<file path="src/rtl/rtm_wr_arb_pkg.sv">
// Shared constants and arbiter state encoding for the RTM write-port arbiter.
// Slice geometry (S, R, RTM_DEPTH) is common to all RTM users in the codebase.
package rtm_wr_arb_pkg;

  localparam int S         = 4;
  localparam int R         = 2;
  localparam int RTM_DEPTH = 1024;
  localparam int RTM_AW    = $clog2(RTM_DEPTH);
  localparam int RTM_DW    = S * R * 8;

  typedef enum logic [0:0] {
    ARB_IDLE = 1'b0,
    ARB_LOCK = 1'b1
  } arb_state_e;

  // Next round-robin base after index idx finishes, wrapping at n.
  function automatic int rr_wrap(input int idx, input int n);
    return (idx + 1 >= n) ? 0 : idx + 1;
  endfunction

endpackage

</file>
<file path="src/rtl/rtm_wr_arb_if.sv">
// Requester beat bundle plus the registered RTM write-port bundle.
// The master side is the requesters and RTM sink; the arbiter is the slave.
interface rtm_wr_arb_if #(
  parameter int NREQ = 2,
  parameter int SW   = 4,
  parameter int AW   = 10,
  parameter int DW   = 64
);
  logic [NREQ-1:0]       req_vld;
  logic [NREQ-1:0]       req_rdy;
  logic [NREQ-1:0]       req_last;
  logic [NREQ*SW-1:0]    req_en;
  logic [NREQ*SW*AW-1:0] req_addr;
  logic [NREQ*DW-1:0]    req_din;

  logic                  rtm_wr_vld;
  logic [SW-1:0]         rtm_wr_en;
  logic [SW*AW-1:0]      rtm_wr_addr;
  logic [DW-1:0]         rtm_din;

  modport master (
    output req_vld, req_last, req_en, req_addr, req_din,
    input  req_rdy, rtm_wr_vld, rtm_wr_en, rtm_wr_addr, rtm_din
  );

  modport slave (
    input  req_vld, req_last, req_en, req_addr, req_din,
    output req_rdy, rtm_wr_vld, rtm_wr_en, rtm_wr_addr, rtm_din
  );
endinterface

</file>
<file path="src/rtl/rtm_wr_arb_rr_pick.sv">
// Rotating priority encoder: one-hot grant to the first set request at or after base.
// Purely combinational so other arbiters can reuse it with their own pointer.
module rtm_wr_arb_rr_pick #(
  parameter int N  = 2,
  parameter int BW = (N > 1) ? $clog2(N) : 1
) (
  input  logic [N-1:0]  req,
  input  logic [BW-1:0] base,
  output logic [N-1:0]  gnt,
  output logic          any
);

  logic [N-1:0] rot_s;
  logic [N-1:0] pick_s;

  // Rotate so base sits at bit 0, isolate the lowest set bit, rotate back.
  assign rot_s  = N'({req, req} >> base);
  assign pick_s = rot_s & (~rot_s + {{(N-1){1'b0}}, 1'b1});
  assign gnt    = N'(({pick_s, pick_s} << base) >> N);
  assign any    = |req;

endmodule

</file>
<file path="src/rtl/rtm_wr_arb.sv">
// Round-robin, burst-locked arbiter sharing the RTM write port between engines.
// A grant is held until the owner's last beat; the RTM bundle is driven from one register stage.
module rtm_wr_arb
  import rtm_wr_arb_pkg::*;
#(
  parameter  int NREQ = 2,
  parameter  int AW   = RTM_AW,
  parameter  int SW   = S,
  parameter  int DW   = RTM_DW,
  localparam int GW   = (NREQ > 1) ? $clog2(NREQ) : 1
) (
  input  logic          clk,
  input  logic          rst_n,
  rtm_wr_arb_if.slave   bus,
  output logic [GW-1:0] grant_id,
  output logic          busy
);

  arb_state_e           state_r;
  logic [GW-1:0]        owner_r;
  logic [GW-1:0]        rr_r;

  logic [NREQ-1:0]      pick_gnt_s;
  logic                 pick_any_s;
  logic [NREQ-1:0]      rdy_s;
  logic [NREQ-1:0]      hits_s;
  logic                 acc_s;
  logic                 acc_last_s;
  logic [GW-1:0]        acc_idx_s;

  logic [SW-1:0]        en_a_s   [NREQ];
  logic [SW*AW-1:0]     addr_a_s [NREQ];
  logic [DW-1:0]        din_a_s  [NREQ];

  rtm_wr_arb_rr_pick #(.N(NREQ), .BW(GW)) u_pick (
    .req  (bus.req_vld),
    .base (rr_r),
    .gnt  (pick_gnt_s),
    .any  (pick_any_s)
  );

  // Ready: zero-bubble round-robin pick when idle, owner-only pass-through when locked.
  always_comb begin
    rdy_s = {NREQ{1'b0}};
    case (state_r)
      ARB_IDLE: rdy_s = pick_any_s ? pick_gnt_s : {NREQ{1'b0}};
      ARB_LOCK: rdy_s[owner_r] = bus.req_vld[owner_r];
      default:  rdy_s = {NREQ{1'b0}};
    endcase
  end

  assign bus.req_rdy = rdy_s;
  assign hits_s      = rdy_s & bus.req_vld;
  assign acc_s       = |hits_s;
  assign acc_last_s  = |(hits_s & bus.req_last);

  // hits_s is at most one-hot, so each index bit is an OR over the matching positions.
  for (genvar b = 0; b < GW; b++) begin : g_enc
    logic [NREQ-1:0] mask_s;
    for (genvar g = 0; g < NREQ; g++) begin : g_bit
      assign mask_s[g] = 1'((g >> b) & 1);
    end
    assign acc_idx_s[b] = |(hits_s & mask_s);
  end

  for (genvar g = 0; g < NREQ; g++) begin : g_unpack
    assign en_a_s[g]   = bus.req_en[g*SW +: SW];
    assign addr_a_s[g] = bus.req_addr[g*SW*AW +: SW*AW];
    assign din_a_s[g]  = bus.req_din[g*DW +: DW];
  end

  // Arbitration FSM with owner, round-robin base, grant id and busy flag.
  always_ff @(posedge clk or negedge rst_n) begin
    if (!rst_n) begin
      state_r  <= ARB_IDLE;
      owner_r  <= {GW{1'b0}};
      rr_r     <= {GW{1'b0}};
      grant_id <= {GW{1'b0}};
      busy     <= 1'b0;
    end else begin
      case (state_r)
        ARB_IDLE: begin
          if (acc_s) begin
            grant_id <= acc_idx_s;
            if (acc_last_s) begin
              rr_r <= GW'(rr_wrap(int'(acc_idx_s), NREQ));
            end else begin
              state_r <= ARB_LOCK;
              owner_r <= acc_idx_s;
              busy    <= 1'b1;
            end
          end
        end
        ARB_LOCK: begin
          if (acc_s && acc_last_s) begin
            state_r <= ARB_IDLE;
            busy    <= 1'b0;
            rr_r    <= GW'(rr_wrap(int'(owner_r), NREQ));
          end
        end
        default: begin
          state_r <= ARB_IDLE;
          busy    <= 1'b0;
        end
      endcase
    end
  end

  // RTM output stage: always loads; address and data only move on an accepted beat.
  always_ff @(posedge clk or negedge rst_n) begin
    if (!rst_n) begin
      bus.rtm_wr_vld  <= 1'b0;
      bus.rtm_wr_en   <= {SW{1'b0}};
      bus.rtm_wr_addr <= {(SW*AW){1'b0}};
      bus.rtm_din     <= {DW{1'b0}};
    end else begin
      bus.rtm_wr_vld <= acc_s;
      bus.rtm_wr_en  <= acc_s ? en_a_s[acc_idx_s] : {SW{1'b0}};
      if (acc_s) begin
        bus.rtm_wr_addr <= addr_a_s[acc_idx_s];
        bus.rtm_din     <= din_a_s[acc_idx_s];
      end
    end
  end

endmodule

</file>
<file path="src/flat_wrapper.sv">
// flat-port wrapper written by rule: the top's interface ports become plain ports
module rtm_wr_arb_flat import rtm_wr_arb_pkg::*;
#(
  parameter  int NREQ = 2,
  parameter  int AW   = RTM_AW,
  parameter  int SW   = S,
  parameter  int DW   = RTM_DW,
  localparam int GW   = (NREQ > 1) ? $clog2(NREQ) : 1
)
  (clk, rst_n, grant_id, busy, bus_req_vld, bus_req_last, bus_req_en, bus_req_addr, bus_req_din, bus_req_rdy, bus_rtm_wr_vld, bus_rtm_wr_en, bus_rtm_wr_addr, bus_rtm_din);
  rtm_wr_arb_if #(.NREQ(NREQ), .SW(SW), .AW(AW), .DW(DW)) bus_i ();
  input  logic clk;
  input  logic rst_n;
  output logic [GW-1:0] grant_id;
  output logic busy;
  input wire logic [$bits(bus_i.req_vld)-1:0] bus_req_vld;
  input wire logic [$bits(bus_i.req_last)-1:0] bus_req_last;
  input wire logic [$bits(bus_i.req_en)-1:0] bus_req_en;
  input wire logic [$bits(bus_i.req_addr)-1:0] bus_req_addr;
  input wire logic [$bits(bus_i.req_din)-1:0] bus_req_din;
  output wire logic [$bits(bus_i.req_rdy)-1:0] bus_req_rdy;
  output wire logic [$bits(bus_i.rtm_wr_vld)-1:0] bus_rtm_wr_vld;
  output wire logic [$bits(bus_i.rtm_wr_en)-1:0] bus_rtm_wr_en;
  output wire logic [$bits(bus_i.rtm_wr_addr)-1:0] bus_rtm_wr_addr;
  output wire logic [$bits(bus_i.rtm_din)-1:0] bus_rtm_din;
  assign bus_i.req_vld = bus_req_vld;
  assign bus_i.req_last = bus_req_last;
  assign bus_i.req_en = bus_req_en;
  assign bus_i.req_addr = bus_req_addr;
  assign bus_i.req_din = bus_req_din;
  assign bus_req_rdy = bus_i.req_rdy;
  assign bus_rtm_wr_vld = bus_i.rtm_wr_vld;
  assign bus_rtm_wr_en = bus_i.rtm_wr_en;
  assign bus_rtm_wr_addr = bus_i.rtm_wr_addr;
  assign bus_rtm_din = bus_i.rtm_din;
  rtm_wr_arb #(.NREQ(NREQ), .AW(AW), .SW(SW), .DW(DW)) u_core (.clk(clk), .rst_n(rst_n), .bus(bus_i), .grant_id(grant_id), .busy(busy));
endmodule
</file>
<file path="config.mk">
export PLATFORM = sky130hd
export DESIGN_NAME = rtm_wr_arb_flat
export DESIGN_NICKNAME = d
export VERILOG_FILES = /design/src/rtl/rtm_wr_arb_pkg.sv /design/src/rtl/rtm_wr_arb_if.sv /design/src/rtl/rtm_wr_arb_rr_pick.sv /design/src/rtl/rtm_wr_arb.sv /design/src/flat_wrapper.sv
export SDC_FILE = /design/constraint.sdc
export NUM_CORES = 1
export LEC_CHECK = 0
export CORE_MARGIN = 4
export CORE_UTILIZATION = 34
export CTS_CLUSTER_DIAMETER = 120
export DETAILED_ROUTE_END_ITERATION = 8
export HOLD_SLACK_MARGIN = 0.02
export PLACE_DENSITY = 0.84
export SYNTH_ARGS = -nofsm -noshare
export SYNTH_HDL_FRONTEND = slang
export SYNTH_SLANG_ARGS = --single-unit
</file>
<file path="constraint.sdc">
create_clock -name clk -period 1.8 [get_ports clk]
set_clock_uncertainty 0.2 [all_clocks]
set_input_delay 0.27 -clock clk [delete_from_list [all_inputs] [get_ports clk]]
set_output_delay 0.27 -clock clk [all_outputs]
set_load 0.02 [all_outputs]
</file>
==> flow_metrics.py, run 1 <==
metrics = {
    "power": {
        "pwr-share-seq_pct": 33.0,
        "intPower_uw": 6958,
        "p_per_area_nw_per_um2": 1027,
        "p_leak_uw": 0.004891,
        "ir_drop_mv": 0.5775,
        "p_sw_uw": 3106,
        "comb_power_share_pct": 32.4,
        "clockPowerShare_pct": 34.6,
        "switching_share_pct": 30.86,
    },
    "timing": {
        "worst_slew_margin_rel_pct": 81.28,
        "min_period_ns": 1.984,
        "finalHoldViolCount": 0,
        "rsz0062_at_grt": "yes",
        "worst_pin_slew_ns": 0.2808,
        "fin_crit_sh_pct": 110.2,
        "tns_ns": -9.777,
        "finalMaxSlewViolations": 0,
        "worst_slack_ns": -0.1845,
        "setup_violations": 105,
        "max_freq_mhz": 503.9,
    },
    "finish": {
        "drive_above_1_share_pct": 11.63,
        "fillers": 1251,
        "syn2layout_area_growth_pct": 84.29,
        "ff_latch_area_um2": 2853,
        "design_area_um2": 9804,
        "nets": 1103,
        "antenna_cells": 0,
        "fin_util_pct": 64.26,
        "multi_input_area_um2": 2217,
    },
    "synth": {
        "yosysSeqAreaShare_pct": 53.62,
        "avgSynthCellArea_um2": 10.56,
        "synth_enable_flop_cells": 0,
        "synth-compound-area-share_pct": 10.98,
        "synth_fa_ha_area_share_pct": 0,
        "syn_area_um2": 5320,
        "synth_cells": 504,
        "synth_mux_area_share_pct": 19.57,
        "synth_top_family_by_area": "multiplexers",
        "synth_commonest_cells": "115 x nand2_1, 114 x dfrtp_1, 104 x mux2i_1",
        "ys_seq_elements": 114,
        "synth-async-reset-ratio_pct": 100.0,
        "synth_top_area_share_pct": 53.62,
        "yosysMostFrequentCell": "nand2_1",
        "post-synth-top-area-cell": "dfrtp_1",
        "synth-simple-area-share_pct": 9.878,
        "ys_warn_count": 0,
        "synth-xor-area-share_pct": 0,
        "synth_fp_nets": 726,
        "ys.flop_type": "dfrtp_1",
        "ys_top_cells_by_area": "dfrtp_1 54%, mux2i_1 20%, o21ai_1 8.6%, nand2_1 8.1%, buf_8 2.5%",
        "ys_types": 24,
    },
    "route": {
        "postRouteAntennaNets": 0,
        "drt_iter0_drc": 119,
        "via_count": 5028,
        "wl_per_cell_um": 16.10,
        "drc": 0,
        "viasPerCell": 4.550,
        "wirelength_um": 17790,
        "drt_first_pass_iters": 4,
    },
    "critical_path": {
        "rr_worst_depth": 6,
        "cp_max_fo": 7,
        "slowest_stage": "dfrtp_1",
        "worstPathArrival_ns": 1.51,
        "worstSetupEndpointType": "output port",
        "start_kind": "flip-flop",
        "rrSetupSlack_ns": -0.16,
        "crit_family": "flip-flops",
        "path_common_cell": "buf_4",
        "cp.required_ns": 1.33,
        "cp_num_buf_inv": 2,
        "cpPeakStageDelay_ns": 0.39,
        "worstPathCellList": "buf_4 -> nand3b_1 -> and2_1 -> buf_4",
        "crit_type": "flip-flop to output port",
        "reg2reg_to": "u_core.bus.rtm_wr_addr[14]",
    },
    "clock_network": {
        "cts_tree": "yes",
        "root_buffer": "clkbuf_16",
        "clockBufferDepth": 2,
        "clk_latency_ns": 0.41,
        "clk_pin_slew_ns": 0.05,
        "numClockSinks": 114,
        "cts_buffers": 17,
        "htree_levels": 4,
    },
    "global_route": {
        "grt_pass1_vias": 5211,
        "antenna_found_initial": 0,
        "grt_max_degree": 51,
        "grt_util_all_layers_pct": 19.65,
        "grt-ovfl-total": 0,
        "grt_pass1_wl_um": 27300,
    },
    "outcome": {
        "status": "finished, violations left",
        "violations": "negative setup slack",
    },
    "placement": {
        "dpl_cell_area_um2": 9214,
        "port_buffers": 334,
        "place_congestion": 0.8455,
        "dpl_worst_slack_ns": -0.5437,
        "dp_hpwl_um": 14190,
    },
    "die": {
        "start_util_pct": 34.87,
        "chipWidth_um": 133.1,
        "dieArea_um2": 17710,
        "io_pins": 335,
        "rows": 45,
        "core-area_um2": 15260,
        "die_height_um": 133.1,
    },
    "worst_hold_path": {
        "hold_path.class": "input pin to asynchronous set/reset pin",
    },
    "run": {
        "maxCapViolCount": 0,
    },
}
==> routing by layer <==
| layer | global-route usage (%) | routed length (µm) |
|---|---|---|
| met2 | 34.76 | 9069 |
| met4 | 7.371 | 402 |
| met5 | 0 | 0 |
| met3 | 6.420 | 1333 |
| met1 | 22.09 | 6979 |
==> power by group through the flow <==
stage                     Sequential, µW  Combinational, µW  Clock [µW]
after floorplan                     3970                959           0
after detailed placement            3380               3570           0
after CTS                           3320               3240        3560
after global routing                3380               3490        3650
after global placement              3350               3520           0
final                               3320               3260        3480
==> area by class of cell <==
cell class	instances	area share, %
clock buffer	20	4.556
tap	211	2.693
timing repair buffer	394	39.27
multi-input combinational	351	22.61
clock inverter	12	1.659
sequential	114	29.10
inverter	3	0.1149
==> stage by stage <==
step	hold WS (ns)	total power, µW	cells
final	0.07070	10060	1105
after global routing	0.1034	10530	1105
after CTS	0.05618	10130	1100
after detailed placement	-0.04059	6949	1066
after global placement	-0.03904	6865	1066
after floorplan	-0.2256	4929	504
==> kinds of logic (layout without fill, tap and decap cells) <==
group / count (synthesis) / in the layout
flip-flops: 114 / 114
buffers and inverters: 39 / 429
AO/OA/AOI/OAI: 116 / 116
multiplexers: 104 / 104
AND/OR/NAND/NOR: 131 / 131
==> layout by cell type, fill, tap and decap left out, types with 2 or more instances in the layout <==
cell type / netlist / layout
a21oi_1: 7 / 7
buf_12: 1 / 14
buf_4: 10 / 45
buf_6: 1 / 2
bufinv_16: 0 / 4
clkbuf_1: 9 / 2
clkbuf_16: 0 / 18
clkdlybuf4s50_1: 0 / 220
clkinv_2: 0 / 7
dfrtp_1: 114 / 114
dlygate4sd2_1: 0 / 111
inv_1: 3 / 2
mux2i_1: 104 / 98
mux2i_2: 0 / 5
nand2_1: 115 / 115
nand2b_1: 4 / 3
nand3b_1: 2 / 2
nor2_1: 5 / 5
o21ai_0: 16 / 12
o21ai_1: 91 / 95
==> what timing repair did <==
item,4_1_cts,5_1_grt
gates cloned,0,1
resized for setup,130,8
endpoints found under the hold margin,114,0
setup endpoints to repair,218,113
setup buffers,1,4
hold buffers,1,0
pin swaps,1,1
==> registers in the layout (all words and copies together) (netlist names), named ones only <==
name / count
u_core.bus.rtm_wr_addr: 40
u_core.bus.rtm_wr_vld: 1
u_core.grant_id: 1
u_core.owner_r: 1
u_core.bus.rtm_din: 64
u_core.busy: 1
u_core.rr_r: 1
u_core.bus.rtm_wr_en: 4
==> worst max-delay path by stage <==
stage | endpoint | slack [ns] | startpoint | depth (start not counted)
final | bus_req_rdy[0] | -0.18 | flip-flop | 4
after global routing | bus_req_rdy[0] | -0.23 | flip-flop | 4
after CTS | u_core.bus.rtm_wr_addr[14] | -0.19 | flip-flop | 6
after detailed placement | u_core.bus.rtm_wr_addr[14] | -0.54 | bus_req_vld[0] | 7
after global placement | bus_req_rdy[1] | -0.49 | bus_req_vld[0] | 5
after floorplan | u_core.bus.rtm_din[17] | -0.003 | flip-flop | 7
Note: power is estimated with default switching activity, not from simulation.
==> inputs of run 2 (changes only) <==
SKIP_CTS_REPAIR_TIMING = 1   (was unset)
==> run 2 against run 1 <==
The flow still finishes with violations (negative setup slack). Maximum frequency increased by 0.83%. Register-to-register slack barely moved. Sequential power about the same. Core utilization up 2.6 points. Clock power about the same. Non-clock buffer count is 2 lower. Final cell count shrank 0.18%. Routed wire length up 4.0%. Largest cell class unchanged. Critical path type unchanged.
==> flow_metrics.py, run 2 (synthesized netlist as in run 1, its figures left out) <==
metrics = {
    "critical_path": {
        "slowest_stage": "dfrtp_1",
        "cpPeakStageDelay_ns": 0.39,
        "worstPathCellList": "buf_4 -> nand3b_1 -> and2_1 -> buf_2",
        "start_kind": "flip-flop",
        "worstSetupEndpointType": "output port",
        "worstPathArrival_ns": 1.50,
        "cp.required_ns": 1.33,
        "crit_type": "flip-flop to output port",
        "cp_max_fo": 7,
    },
    "timing": {
        "setup_violations": 106,
        "finalHoldViolCount": 0,
        "min_period_ns": 1.968,
        "fin_crit_sh_pct": 109.3,
        "hold_ws_ns": 0.07215,
        "worst_pin_slew_ns": 0.3085,
        "max_freq_mhz": 508.1,
        "finalMaxSlewViolations": 0,
        "rsz0062_at_grt": "yes",
        "worst_slack_ns": -0.1682,
        "worst_slew_margin_rel_pct": 79.40,
    },
    "route": {
        "via_count": 5037,
        "postRouteAntennaNets": 0,
        "wirelength_um": 18490,
        "drt_first_pass_iters": 4,
        "drt_iter0_drc": 135,
        "drc": 0,
        "viasPerCell": 4.567,
        "wl_per_cell_um": 16.77,
    },
    "finish": {
        "multi_input_area_um2": 2212,
        "drive_above_1_share_pct": 11.55,
        "syn2layout_area_growth_pct": 91.77,
        "fillers": 1137,
        "ff_latch_area_um2": 2853,
        "largest_register": "u_core.bus.rtm_din",
        "mostFrequentLayoutCell": "clkdlybuf4s50_1",
        "fin_util_pct": 66.86,
        "reg_top3": "u_core.bus.rtm_din: 64 flops, u_core.bus.rtm_wr_addr: 40 flops, u_core.bus.rtm_wr_en: 4 flops",
        "antenna_cells": 0,
        "layout_common_cells": "220 x clkdlybuf4s50_1, 115 x nand2_1, 114 x dfrtp_1, 111 x dlymetal6s2s_1, 97 x mux2i_1",
        "nets": 1101,
        "largest_register_ffs": 64,
    },
    "clock_network": {
        "clk_latency_ns": 0.41,
        "numClockSinks": 114,
        "clk_pin_slew_ns": 0.05,
        "cts_buffers": 17,
        "clockBufferDepth": 2,
        "htree_levels": 4,
        "root_buffer": "clkbuf_16",
        "cts_tree": "yes",
    },
    "global_route": {
        "grt_pass1_wl_um": 27230,
        "grt-ovfl-total": 0,
        "grt_max_degree": 51,
        "antenna_found_initial": 0,
        "grt_util_all_layers_pct": 19.59,
        "grt_pass1_vias": 5208,
    },
    "power": {
        "clockPowerShare_pct": 33.7,
        "intPower_uw": 7212,
        "p_per_area_nw_per_um2": 1014,
        "p_leak_uw": 0.005881,
        "pwr-share-seq_pct": 32.1,
        "p_sw_uw": 3129,
        "comb_power_share_pct": 34.2,
        "switching_share_pct": 30.26,
        "ir_drop_mv": 0.5802,
    },
    "die": {
        "io_pins": 335,
        "die_height_um": 133.1,
        "rows": 45,
        "start_util_pct": 34.87,
        "dieArea_um2": 17710,
        "core-area_um2": 15260,
        "chipWidth_um": 133.1,
    },
    "placement": {
        "port_buffers": 334,
        "place_congestion": 0.8455,
        "dp_hpwl_um": 14190,
    },
    "outcome": {
        "status": "finished, violations left",
        "violations": "negative setup slack",
    },
    "run": {
        "maxCapViolCount": 0,
    },
    "worst_hold_path": {
        "hold_path.class": "input pin to asynchronous set/reset pin",
    },
}
-- run 2: critical path, delay by kind of cell, from the launching register on --
kind	cells	cell delay, ns
buf+inv	2	0.33
flops	1	0.39
simple gates	2	0.36
-- run 2: metal layers --
layer | share of wire (%) | global-route usage [%]
met5 | 0 | 0
met3 | 6.8 | 6.005
met2 | 51 | 34.88
met1 | 39 | 22.20
met4 | 2.8 | 7.029
-- run 2: stage by stage --
stage | TNS (ns) | worst slack (ns) | cells | area [µm²] | power (µW)
finish | -9.367 | -0.1682 | 1103 | 10200 | 10340
global route | -16.97 | -0.2280 | 1103 | 10200 | 10800
CTS | -20.24 | -0.6396 | 1098 | 9823 | 10490
detailed placement | -50.73 | -0.5437 | 1066 | 9214 | 6949
floorplan | -0.2616 | -0.003296 | 504 | 5324 | 4929
global placement | -45.51 | -0.4944 | 1066 | 9214 | 6865
-- run 2: cell type report --
type,instances,share of cell area [%]
multi-input cells,351,21.68
clock inverters,12,1.594
well taps,211,2.588
clock buffers,20,4.378
inverters,3,0.1104
repair buffers,392,41.69
flip-flops and latches,114,27.96
-- run 2: power by group through the flow --
stage                     clock, µW  sequential, µW  combinational (µW)
final                          3480            3320                3530
after global routing           3660            3390                3760
after CTS                      3560            3340                3590
after detailed placement          0            3380                3570
after global placement            0            3350                3520
after floorplan                   0            3970                 959
-- run 2: final timing paths --
path / start / end / slack [ns] / cells after the start
worst max register to register: flip-flop / u_core.bus.rtm_wr_addr[14] / -0.16 / 6
min in group clk: bus_req_en[3] / u_core.bus.rtm_wr_en[3] / 0.21 / 3
worst min-delay path: rst_n / u_core.bus.rtm_wr_addr[7] / 0.07 / 2
max in group asynchronous: rst_n / u_core.bus.rtm_din[39] / 0.78 / 3
worst min register to register: u_core.bus.rtm_wr_addr[12] / u_core.bus.rtm_wr_addr[12] / 0.27 / 2
worst max-delay path: flip-flop / bus_req_rdy[0] / -0.17 / 4
==> inputs of run 3 (changes only) <==
CTS_BUF_LIST = sky130_fd_sc_hd__clkbuf_4 sky130_fd_sc_hd__clkbuf_8 sky130_fd_sc_hd__clkbuf_16   (was unset)
SLEW_MARGIN = 20   (was unset)
==> run 3 against run 2 <==
The flow still finishes with violations (negative setup slack). Largest cell class unchanged. First-iteration DRC count grew 29%. Clock-buffer cell count did not move. Core utilization about the same. Sequential share of layout area about the same. Power rose by 0.38%.
==> flow_metrics.py, run 3 (synthesized netlist as in run 1, its figures left out) <==
metrics = {
    "finish": {
        "fillers": 1136,
        "antenna_cells": 0,
        "reg_top3": "u_core.bus.rtm_din: 64 flops, u_core.bus.rtm_wr_addr: 40 flops, u_core.bus.rtm_wr_en: 4 flops",
        "largest_register_ffs": 64,
        "layout_common_cells": "220 x clkdlybuf4s50_1, 115 x nand2_1, 114 x dfrtp_1, 111 x dlymetal6s2s_1, 97 x mux2i_1",
        "ff_latch_area_um2": 2853,
        "nets": 1101,
        "mostFrequentLayoutCell": "clkdlybuf4s50_1",
        "syn2layout_area_growth_pct": 91.91,
        "drive_above_1_share_pct": 11.77,
        "multi_input_area_um2": 2212,
        "largest_register": "u_core.bus.rtm_din",
        "design_area_um2": 10210,
    },
    "timing": {
        "setup_violations": 106,
        "worst_pin_slew_ns": 0.3050,
        "finalMaxSlewViolations": 0,
        "min_period_ns": 1.969,
        "fin_crit_sh_pct": 109.4,
        "hold_ws_ns": 0.07149,
        "finalHoldViolCount": 0,
        "max_freq_mhz": 507.9,
        "worst_slew_margin_rel_pct": 79.63,
        "rsz0062_at_grt": "yes",
        "worst_slack_ns": -0.1689,
    },
    "critical_path": {
        "rrSetupSlack_ns": -0.16,
        "worstPathCellList": "buf_4 -> nand3b_1 -> and2_1 -> buf_2",
        "start_kind": "flip-flop",
        "worstPathArrival_ns": 1.50,
        "worstSetupEndpointType": "output port",
        "slowest_stage": "dfrtp_1",
        "cp.required_ns": 1.33,
        "crit_type": "flip-flop to output port",
        "cp_num_buf_inv": 2,
        "crit_family": "flip-flops",
        "cpPeakStageDelay_ns": 0.39,
        "cp_max_fo": 7,
    },
    "power": {
        "total_power_uw": 10380,
        "p_per_area_nw_per_um2": 1017,
        "switching_share_pct": 30.23,
        "ir_drop_mv": 0.5816,
        "intPower_uw": 7242,
        "p_leak_uw": 0.005888,
        "pwr-share-seq_pct": 32.0,
        "p_sw_uw": 3139,
        "comb_power_share_pct": 34.0,
        "clockPowerShare_pct": 33.9,
    },
    "global_route": {
        "antenna_found_initial": 0,
        "grt-ovfl-total": 0,
        "grt_util_all_layers_pct": 19.56,
        "grt_pass1_wl_um": 27200,
        "grt_pass1_vias": 5200,
        "grt_max_degree": 51,
    },
    "placement": {
        "port_buffers": 334,
        "dp_hpwl_um": 14190,
        "dpl_worst_slack_ns": -0.5437,
        "place_congestion": 0.8455,
        "dpl_cell_area_um2": 9214,
    },
    "die": {
        "io_pins": 335,
        "die_height_um": 133.1,
        "core-area_um2": 15260,
        "start_util_pct": 34.87,
        "chipWidth_um": 133.1,
        "rows": 45,
        "dieArea_um2": 17710,
    },
    "clock_network": {
        "root_buffer": "clkbuf_16",
        "clk_latency_ns": 0.41,
        "htree_levels": 4,
        "cts_buffers": 17,
        "cts_tree": "yes",
        "clk_pin_slew_ns": 0.05,
        "numClockSinks": 114,
        "clockBufferDepth": 2,
    },
    "route": {
        "wirelength_um": 18490,
        "drc": 0,
        "drt_iter0_drc": 174,
        "wl_per_cell_um": 16.76,
        "viasPerCell": 4.561,
        "postRouteAntennaNets": 0,
        "via_count": 5031,
        "drt_first_pass_iters": 4,
    },
    "outcome": {
        "status": "finished, violations left",
        "violations": "negative setup slack",
    },
    "run": {
        "maxCapViolCount": 0,
    },
    "worst_hold_path": {
        "hold_path.class": "input pin to asynchronous set/reset pin",
    },
}
## run 3: cell counts in the layout (fill, tap and decap cells not counted)
Identical to the previous run, type by type.
## run 3: worst register-to-register path, stage by stage (launching register included)
cell	delay [ns]
dfrtp_1	0.39
or3b_4	0.42
nand3_4	0.09
buf_12	0.20
buf_4	0.20
mux2i_2	0.24
o21ai_0	0.10
## run 3: area by class of cell
class                      instances  area share [%]
clock buffer                      20           4.449
clock inverter                    12           1.593
inverter                           3          0.1103
multi-input combinational        351           21.67
sequential                       114           27.94
tap                              211           2.586
timing repair buffer             392           41.65
## run 3: metrics by stage
step / utilization (%) / instances / setup TNS [ns]
4_1_cts: 64.43 / 1098 / -20.24
3_3_place_gp: 60.39 / 1066 / -45.51
6_report: 66.91 / 1103 / -9.394
5_1_grt: 66.91 / 1103 / -16.91
3_5_place_dp: 60.39 / 1066 / -50.73
2_1_floorplan: - / 504 / -0.2616
## run 3: power by group through the flow
stage	clock network, µW	registers (µW)	logic [µW]
3_3_place_gp	0	3350	3520
6_report	3520	3320	3530
4_1_cts	3590	3340	3580
2_1_floorplan	0	3970	959
3_5_place_dp	0	3380	3570
5_1_grt	3700	3390	3760
## run 3: final timing paths
| check | to | depth (start not counted) |
|---|---|---|
| worst max-delay path | bus_req_rdy[0] | 4 |
| worst max register to register | u_core.bus.rtm_wr_addr[14] | 6 |
| max in group asynchronous | u_core.bus.rtm_din[54] | 3 |
| worst min register to register | u_core.bus.rtm_wr_addr[12] | 2 |
| worst min-delay path | u_core.bus.rtm_wr_addr[7] | 2 |
| min in group clk | u_core.bus.rtm_wr_en[3] | 3 |
## run 3: layer usage
metal	global-route usage [%]	share of wire, %	vias up
li1	-	-	2482
met1	22.29	40	2320
met2	34.68	51	196
met3	6.005	6.6	33
met4	7.029	2.5	0
met5	0	0	-
